[config.mk]
export PLATFORM = sky130hd
export DESIGN_NAME = tremolo_modulator
export DESIGN_NICKNAME = d
export VERILOG_FILES = /design/src/rtl/tremolo_modulator.sv
export SDC_FILE = /design/constraint.sdc
export NUM_CORES = 1
export LEC_CHECK = 0
export BUFFER_PORTS_ARGS = -buffer_cell sky130_fd_sc_hd__buf_4
export CAP_MARGIN = 10
export CORE_MARGIN = 2
export CORE_UTILIZATION = 30
export DETAILED_ROUTE_END_ITERATION = 8
export HOLD_SLACK_MARGIN = 0.08
export PLACE_DENSITY = 0.53
export SETUP_SLACK_MARGIN = 0.1
export SKIP_LAST_GASP = 1
export SLEW_MARGIN = 20
export SYNTH_ARGS = -nofsm -noshare
export SYNTH_HDL_FRONTEND = slang
export SYNTH_SLANG_ARGS = --single-unit
[constraint.sdc]
create_clock -name clk_i -period 13.2 [get_ports clk_i]
set_clock_uncertainty 0.15 [all_clocks]
set_input_delay 2.64 -clock clk_i [delete_from_list [all_inputs] [get_ports clk_i]]
set_output_delay 2.64 -clock clk_i [all_outputs]
set_load 0.02 [all_outputs]
[src/rtl/tremolo_modulator.sv]
`default_nettype none
// ============================================================================
// Module   : tremolo_modulator
// Purpose  : LFO amplitude modulation of an audio stream using serial
//            shift-add arithmetic (no hard multipliers). One result is
//            produced 20 cycles after each accepted sample tick.
// Revision : 1.0 - initial release
// ============================================================================
module tremolo_modulator #(
  parameter int DW = 16
) (
  input  logic                 clk_i,
  input  logic                 srst_i,
  input  logic                 sample_tick_i,
  input  logic signed [DW-1:0] sample_i,
  input  logic [8:0]           lfo_i,
  input  logic [7:0]           depth_i,
  output logic signed [DW-1:0] sample_o,
  output logic                 sample_valid_o,
  output logic                 busy_o,
  output logic                 ovr_o
);

  localparam logic [2:0] S_IDLE = 3'd0;
  localparam logic [2:0] S_ATT  = 3'd1;
  localparam logic [2:0] S_GAIN = 3'd2;
  localparam logic [2:0] S_MUL  = 3'd3;
  localparam logic [2:0] S_OUT  = 3'd4;

  localparam logic [3:0] ATT_LAST = 4'd7;
  localparam logic [3:0] MUL_LAST = 4'd9;

  logic [2:0]           state;
  logic [2:0]           state_nxt;
  logic [3:0]           cnt;
  logic signed [DW-1:0] smp;
  logic [8:0]           inv;
  logic [7:0]           dep;
  logic [16:0]          att_acc;
  logic [9:0]           gain;
  logic signed [DW+9:0] prod;

  logic                 accept;
  logic                 computing;
  logic                 busy_nxt;
  logic                 valid_nxt;
  logic                 ovr_set;
  logic signed [DW+9:0] addend;
  logic signed [DW+9:0] prod_nxt;

  // A tick is only accepted when no computation is in flight.
  assign computing = (state == S_ATT) || (state == S_GAIN) || (state == S_MUL);
  assign accept    = sample_tick_i && ((state == S_IDLE) || (state == S_OUT));

  // State register; reset aborts any computation in progress.
  always_ff @(posedge clk_i) begin
    if (srst_i) begin
      state <= S_IDLE;
    end else begin
      state <= state_nxt;
    end
  end

  // Next-state logic: fixed 8 + 1 + 10 + 1 cycle schedule.
  always_comb begin
    state_nxt = state;
    case (state)
      S_IDLE:  if (sample_tick_i) state_nxt = S_ATT;
      S_ATT:   if (cnt == ATT_LAST) state_nxt = S_GAIN;
      S_GAIN:  state_nxt = S_MUL;
      S_MUL:   if (cnt == MUL_LAST) state_nxt = S_OUT;
      S_OUT:   state_nxt = sample_tick_i ? S_ATT : S_IDLE;
      default: state_nxt = S_IDLE;
    endcase
  end

  // Output decode: next values of the registered status outputs and the
  // serial multiplier step for sample x gain (one gain bit per cycle).
  always_comb begin
    busy_nxt  = (state_nxt == S_ATT) || (state_nxt == S_GAIN) || (state_nxt == S_MUL);
    valid_nxt = (state_nxt == S_OUT);
    ovr_set   = sample_tick_i && computing;
    addend    = $signed({{10{smp[DW-1]}}, smp}) <<< cnt;
    prod_nxt  = gain[cnt] ? (prod + addend) : prod;
  end

  // Status outputs, all registered.
  always_ff @(posedge clk_i) begin
    if (srst_i) begin
      busy_o         <= 1'b0;
      sample_valid_o <= 1'b0;
      ovr_o          <= 1'b0;
    end else begin
      busy_o         <= busy_nxt;
      sample_valid_o <= valid_nxt;
      if (ovr_set) begin
        ovr_o <= 1'b1;
      end
    end
  end

  // Operand capture and serial datapath; operands are frozen after accept.
  always_ff @(posedge clk_i) begin
    if (srst_i) begin
      cnt      <= '0;
      smp      <= '0;
      inv      <= '0;
      dep      <= '0;
      att_acc  <= '0;
      gain     <= '0;
      prod     <= '0;
      sample_o <= '0;
    end else begin
      case (state)
        S_IDLE, S_OUT: begin
          if (accept) begin
            smp     <= sample_i;
            inv     <= ~lfo_i;          // 511 - lfo
            dep     <= depth_i;
            att_acc <= '0;
            cnt     <= '0;
          end
        end
        S_ATT: begin
          if (dep[cnt[2:0]]) begin
            att_acc <= att_acc + ({8'd0, inv} << cnt);
          end
          cnt <= cnt + 4'd1;
        end
        S_GAIN: begin
          gain <= 10'd512 - {1'b0, att_acc[16:8]};
          prod <= '0;
          cnt  <= '0;
        end
        S_MUL: begin
          prod <= prod_nxt;
          cnt  <= cnt + 4'd1;
          if (cnt == MUL_LAST) begin
            sample_o <= prod_nxt[DW+8:9];
          end
        end
        default: begin
          cnt <= '0;
        end
      endcase
    end
  end

endmodule
`default_nettype wire
Word-level counts from Yosys, hierarchy flattened

Index checks and enable logic that the tools add are counted.

Register bits after elaboration: 112
Bits in latches: 0
Bits in writable memories: 0
ROM bits: 0
Input bits: 36
Output and inout bits: 19
Logic and storage cells: 67
Memories kept: 0

Add/subtract/negate cells: 4
Multipliers: 0
Div/mod/pow operators: 0
Magnitude comparators: 2
Equal/unequal tests: 13
Shifts and indexed selects: 2
Mux-type cells: 16
Bitwise logic cells: 1
Reduce and logical (&&, ||, !) cells: 16

Operator list:

| operator                                            | number |
|---|---|
| one-hot mux 26 bit (2 select lines)                 | 1 |
| two-way mux 17 bit                                  | 2 |
| one-hot mux 17 bit (2 select lines)                 | 1 |
| adder 26 bit                                        | 1 |
| two-way mux 26 bit                                  | 1 |
| <<< shifter 16 x 4 -> 26 bit                        | 1 |
| adder 17 bit                                        | 1 |
| << shifter 9 x 4 -> 17 bit                          | 1 |
| one-hot mux 3 bit (5 select lines)                  | 1 |
| == test 3 x 2 -> 1 bit (second input constant)      | 4 |
| subtractor 10 x 9 -> 10 bit (first input constant)  | 1 |
| two-way mux 3 bit                                   | 3 |
| inverter 9 bit                                      | 1 |
| one-hot mux 4 bit (2 select lines)                  | 1 |
| == test 3 x 1 -> 1 bit (second input constant)      | 2 |
| == test 3 bit (second input constant)               | 2 |
| AND reduction 2 bit                                 | 3 |
| logical OR 1 bit                                    | 5 |
| < comparator 4 x 5 -> 1 bit (second input constant) | 1 |
| adder 4 x 1 -> 4 bit (second input constant)        | 1 |
| binary-select mux 1 bit (select 4 bit)              | 1 |
| == test 4 x 3 -> 1 bit (second input constant)      | 1 |
| == test 4 bit (second input constant)               | 1 |
| < comparator 3 x 4 -> 1 bit (second input constant) | 1 |
| 10 further kinds                                    | 16 |

Depth between registers and ports, before layout

Word-level depth: 6
Mapped depth: 19
Mapped depth without buffers: 16

Worst setup path before layout

Ideal clock, no wire load.

Kind: reg-to-reg
Start: register cnt[1]
End: register sample_o[13]
Library setup time: 0.133 ns
Arrival time: 3.858 ns
Required time: 12.917 ns
Slack: 9.059 ns
Cell stages (with the launch flop): 19
Buffers on the path: 3
Period minus slack after synthesis: 4.141 ns
Cells stage by stage: dfxtp_1 -> buf_2 -> buf_2 -> buf_1 -> mux2i_1 -> nand2_1 -> o21ai_0 -> nor2_1 -> a21oi_1 -> o22ai_1 -> ha_1 -> and3_1 -> and2_1 -> and3_1 -> a2111oi_4 -> nor3_1 -> or3_1 -> a311oi_1 -> nor3_1

Longest elaborated chain between the ends: 3
Elaborated cells on any way between the ends: 7
Classes of those cells: add/sub (1); eq/ne (1); shift (1); mux (3); reduce/logical (1)

RTL lines:

| element                                                                                | line   | source |
|---|---|---|
| start: declaration                                                                     | 35     | `logic [3:0] cnt;` |
| start signal: assignment                                                               | 128    | `cnt <= cnt + 4'd1;` |
| start signal: assignment                                                               | 137    | `cnt <= cnt + 4'd1;` |
| <<< shifter 16 x 4 -> 26 bit or binary-select mux 1 bit (select 4 bit) (tied branches) | 83, 84 |  |
| adder 26 bit or two-way mux 1 bit (tied branches)                                      | 84     | `prod_nxt = gain[cnt] ? (prod + addend) : prod;` |
| two-way mux 26 bit                                                                     | 84     |  |
| end signal: assignment                                                                 | 139    | `sample_o <= prod_nxt[DW+8:9];` |
| end: declaration                                                                       | 18     | `output logic signed [DW-1:0] sample_o,` |

Several ways; a longest one is shown, not always the timed one. The select of a mux whose other input is x is not followed.
A chain may end at the register's enable or synchronous reset.

Final worst setup path

Start: register cnt[0]
End: register sample_o[13]

Same word-level chain as after synthesis.

==> results.md <==
Run status:
- The flow ran to the end, and the final reports show no timing, DRC or antenna violations.

Yosys:
- During synthesis, Yosys emitted a total of 0 warnings.
- The cell area after technology mapping is between 7000 and 8000 um2.
- The number of nets in the synthesized netlist is 1049.
- In the synthesized netlist, the number of instances is 968.
- Of all flip-flops after synthesis, the portion carrying an async set or reset was 0.
- The commonest register cell after synthesis is sky130_fd_sc_hd__dfxtp_1.
- The distinct cell type count of the synthesized netlist is 64.
- In this run, synthesis produced a sequential element count of 111.
- A synthesized cell averages 7.73 um2.
- The sequential cell area fraction in the yosys report is 0.297.
- The number of enable-type register cells in the synthesized netlist is 0.

Global routing:
- In the global route stage, met1 resource usage came out at 0.252.
- The wire length of the first global-routing pass is between 30000 and 40000 um.
- The layer with the highest usage is met1.
- Global routing finished with a remaining overflow of 0.
- The total track usage is 0.164.
- In the global route stage, met3 resource usage came out at 0.0230.
- The routing usage on met2 is 0.230.
- The number of global-route vias before repair came to ~6300.
- The initial antenna violation count is 0.
- The maximum number of pins on one net before global-route repair is between 70 and 80.

Clock network:
- The post-cts sizing count is 0.
- No sink is reached through more buffers than the 2 on the longest clock path.
- The number of clock sinks is ~110.
- The CTS tree is built.
- The H-tree generated during clock tree synthesis spans 3 levels.
- In this run the clock root is driven by a sky130_fd_sc_hd__clkbuf_16.
- Clock-pin slew was measured on the worst setup and hold paths at 0.08 ns.
- The number of clock buffers added by TritonCTS is 9.
- The number of setup buffers added after CTS is 0.
- At the later pin of the worst-skew pair, clock insertion delay measures about 0.36 ns.
- The post-cts hold buffer count is 0.

STA:
- The time the final worst path needs with I/O delays and setup is roughly 4.7 ns.
- For this run, the top clock speed supported by timing is around 0.21 GHz.
- The final-report hold violation count is 0.
- The number of slew-limit violations in the final report is 0.
- The post-route setup TNS is 0 ns.
- The relative slew slack is 0.295.
- At the pin with the least slew margin, the transition time is ~1.1 ns.
- Setup repair after global routing left no endpoint under its margin.
- The count of final setup violators is 0.
- The part of the cycle the worst path needs is 0.355.

Power and ir drop:
- Summed over all cells, the static leakage comes to approximately 3.4 nW.
- Across the VDD grid, the largest voltage drop is ~0.000053 V.
- In this run the power density over the cells is 92.3 nW/um2.

Drt:
- The routed layout has around 7000 vias.
- The routed via count divided by cell count is 5.30.
- Before antenna repair, the detailed router went through 5 iterations.
- Wires add up to ~21000 um.
- The average routed wire per standard cell is between 15 and 20 um.
- The iteration-0 DRC count of the detailed router is 490.
- After detailed routing, the number of remaining DRC violations is 0.
- Once detail routing completed, the nets flagged for antenna violations numbered 0.

Floorplanning:
- The number of top-level pins is 55.
- The effective utilization at floorplan is 0.307.
- The full die area is roughly 26000 um2.
- The height of the die is 162 um.
- After floorplanning, the core was divided into 57 placement rows.
- In this run the standard cell core region covers 24400 um2.
- The width of the die is 162 um.

Finish:
- The final core area utilization is 0.347.
- Of the cells placed in the final design, the portion with a size suffix greater than 1 is 0.112.
- The summed area of non-filler cells in the final layout is 8450 um2.
- The commonest non-fill, non-tap cell in the layout is sky130_fd_sc_hd__nor2_1.
- The growth of design area from synthesis to finish is 13.0%.
- The repair_antennas step left the layout with diodes totalling 0.
- In the layout the commonest cells are sky130_fd_sc_hd__nor2_1, sky130_fd_sc_hd__nand2_1, sky130_fd_sc_hd__dfxtp_1.
- Fill cells in the final layout number 2660.
- The finished layout holds 1312 standard cells, fillers aside.
- The final net count is 1064.

Placement:
- The placed wire-length estimate is 15800 um.
- The instance area after placement is between 8000 and 9000 um2.
- Once placement completed, the tool counted placed cells totaling approximately 1300.
- The count of input and output buffers is between 50 and 60.
- Routability-driven placement finished with a final weighted congestion of 0.864.

Critical path:
- The critical path class is reg -> reg.
- The worst setup slack for register-to-register paths is about 8.5 ns.
- In this run the critical register-to-register path is launched from cnt[0].
- The first element of the critical path is cnt[0].
- STA classifies the critical path startpoint as a flop.
- The capturing point of the worst reg2reg path is sample_o[13].
- The worst setup path is captured at a flop.
- The arrival time at the worst endpoint is between 4 and 5 ns.
- STA puts the critical path data required time at about 13 ns.
- Of all nets on the critical path, the largest fanout is 28.
- The depth of the worst register-to-register path is 15.

Worst hold path:
- The cell depth of the worst hold path is 2.
- The kind of path behind the tightest hold check is reg -> reg.
- The startpoint identified for the worst hold timing path is dep[6].
- The endpoint with the worst hold slack is dep[6].

Job:
- Max-cap violations in this run came to 0.
-- sequential cells by signal (all words and copies together), names as in the netlist, 3 cells and up --
signal	count
gain	10
cnt	4
att_acc	17
state	3
inv	9
dep	8
smp	16
sample_o	16
prod	25
-- power by group --
| part | total (mW) | leakage (nW) | switching (mW) | internal, mW |
|---|---|---|---|---|
| registers | 0.354 | 0.901 | 0.0106 | 0.343 |
| clock network | 0.309 | 0.163 | 0.136 | 0.173 |
| logic | 0.117 | 2.38 | 0.0704 | 0.0467 |
-- worst max-delay path, stage by stage, from the launching register on --
cell	delay, ns
sky130_fd_sc_hd__dfxtp_1	0.72
sky130_fd_sc_hd__buf_4	0.42
sky130_fd_sc_hd__inv_1	0.26
sky130_fd_sc_hd__a211oi_1	0.22
sky130_fd_sc_hd__a21oi_1	0.09
sky130_fd_sc_hd__mux2i_1	0.19
sky130_fd_sc_hd__o22ai_1	0.14
sky130_fd_sc_hd__ha_1	0.38
sky130_fd_sc_hd__a211oi_1	0.30
sky130_fd_sc_hd__o21ai_0	0.17
sky130_fd_sc_hd__and3_1	0.25
sky130_fd_sc_hd__a2111oi_4	0.45
sky130_fd_sc_hd__nor3_1	0.12
sky130_fd_sc_hd__or3_1	0.34
sky130_fd_sc_hd__a311oi_1	0.28
sky130_fd_sc_hd__nor3_1	0.07
-- cell usage after synthesis, drive strengths merged (12+ instances only) --
| cell | number | area share |
|---|---|---|
| nor2 | 138 | 0.069 |
| nand2 | 121 | 0.061 |
| dfxtp | 111 | 0.30 |
| a21oi | 99 | 0.067 |
| clkbuf | 46 | 0.023 |
| ha | 43 | 0.072 |
| o21ai | 37 | 0.025 |
| mux2i | 26 | 0.035 |
| nor3 | 26 | 0.018 |
| xnor2 | 24 | 0.028 |
| a211oi | 23 | 0.023 |
| a31oi | 23 | 0.019 |
| nand3 | 21 | 0.015 |
| a21o | 20 | 0.020 |
| inv | 20 | 0.010 |
| buf | 14 | 0.0097 |
| and3 | 12 | 0.010 |
| mux2 | 12 | 0.018 |
-- worst max-delay path by stage --
stage,end
5_1_grt,sample_o[13]
3_3_place_gp,prod[17]
3_5_place_dp,prod[16]
2_1_floorplan,sample_o[13]
4_1_cts,sample_o[13]
6_report,sample_o[13]
-- per-layer routing --
layer  wire (um)  up-vias
met1       11200     3227
met4         423        0
met2        8820      181
li1            -     3517
met5           0        -
met3         984       23
-- metrics by stage --
step	hold slack, ns	total power, mW	setup WS, ns
2_1_floorplan	0.282	0.442	9.06
3_3_place_gp	0.295	0.478	8.50
3_5_place_dp	0.297	0.478	8.42
4_1_cts	0.308	0.789	8.52
5_1_grt	0.334	0.817	8.12
6_report	0.305	0.780	8.52
-- cell type report --
class                           count  area (um2)  share of cell area
Multi-Input combinational cell    776        4930               0.584
Inverter                           21        78.8             0.00933
Timing Repair Buffer               64         480              0.0568
Clock inverter                      6        91.3              0.0108
Clock buffer                       10         239              0.0283
Tap cell                          324         405              0.0480
Sequential cell                   111        2220               0.263
-- cells by family (layout without fill, tap and decap cells) --
| group | count (synthesis) | count (layout) | share of synthesized area |
|---|---|---|---|
| AND/OR/NAND/NOR | 372 | 372 | 0.219 |
| buffers and inverters | 81 | 101 | 0.0433 |
| XOR/XNOR | 32 | 32 | 0.0375 |
| adder cells (fa/ha/maj) | 45 | 45 | 0.0773 |
| flip-flops | 111 | 111 | 0.297 |
| multiplexers | 48 | 48 | 0.0850 |
| AO/OA/AOI/OAI | 279 | 279 | 0.241 |
Power figures use the tool's default switching activity.
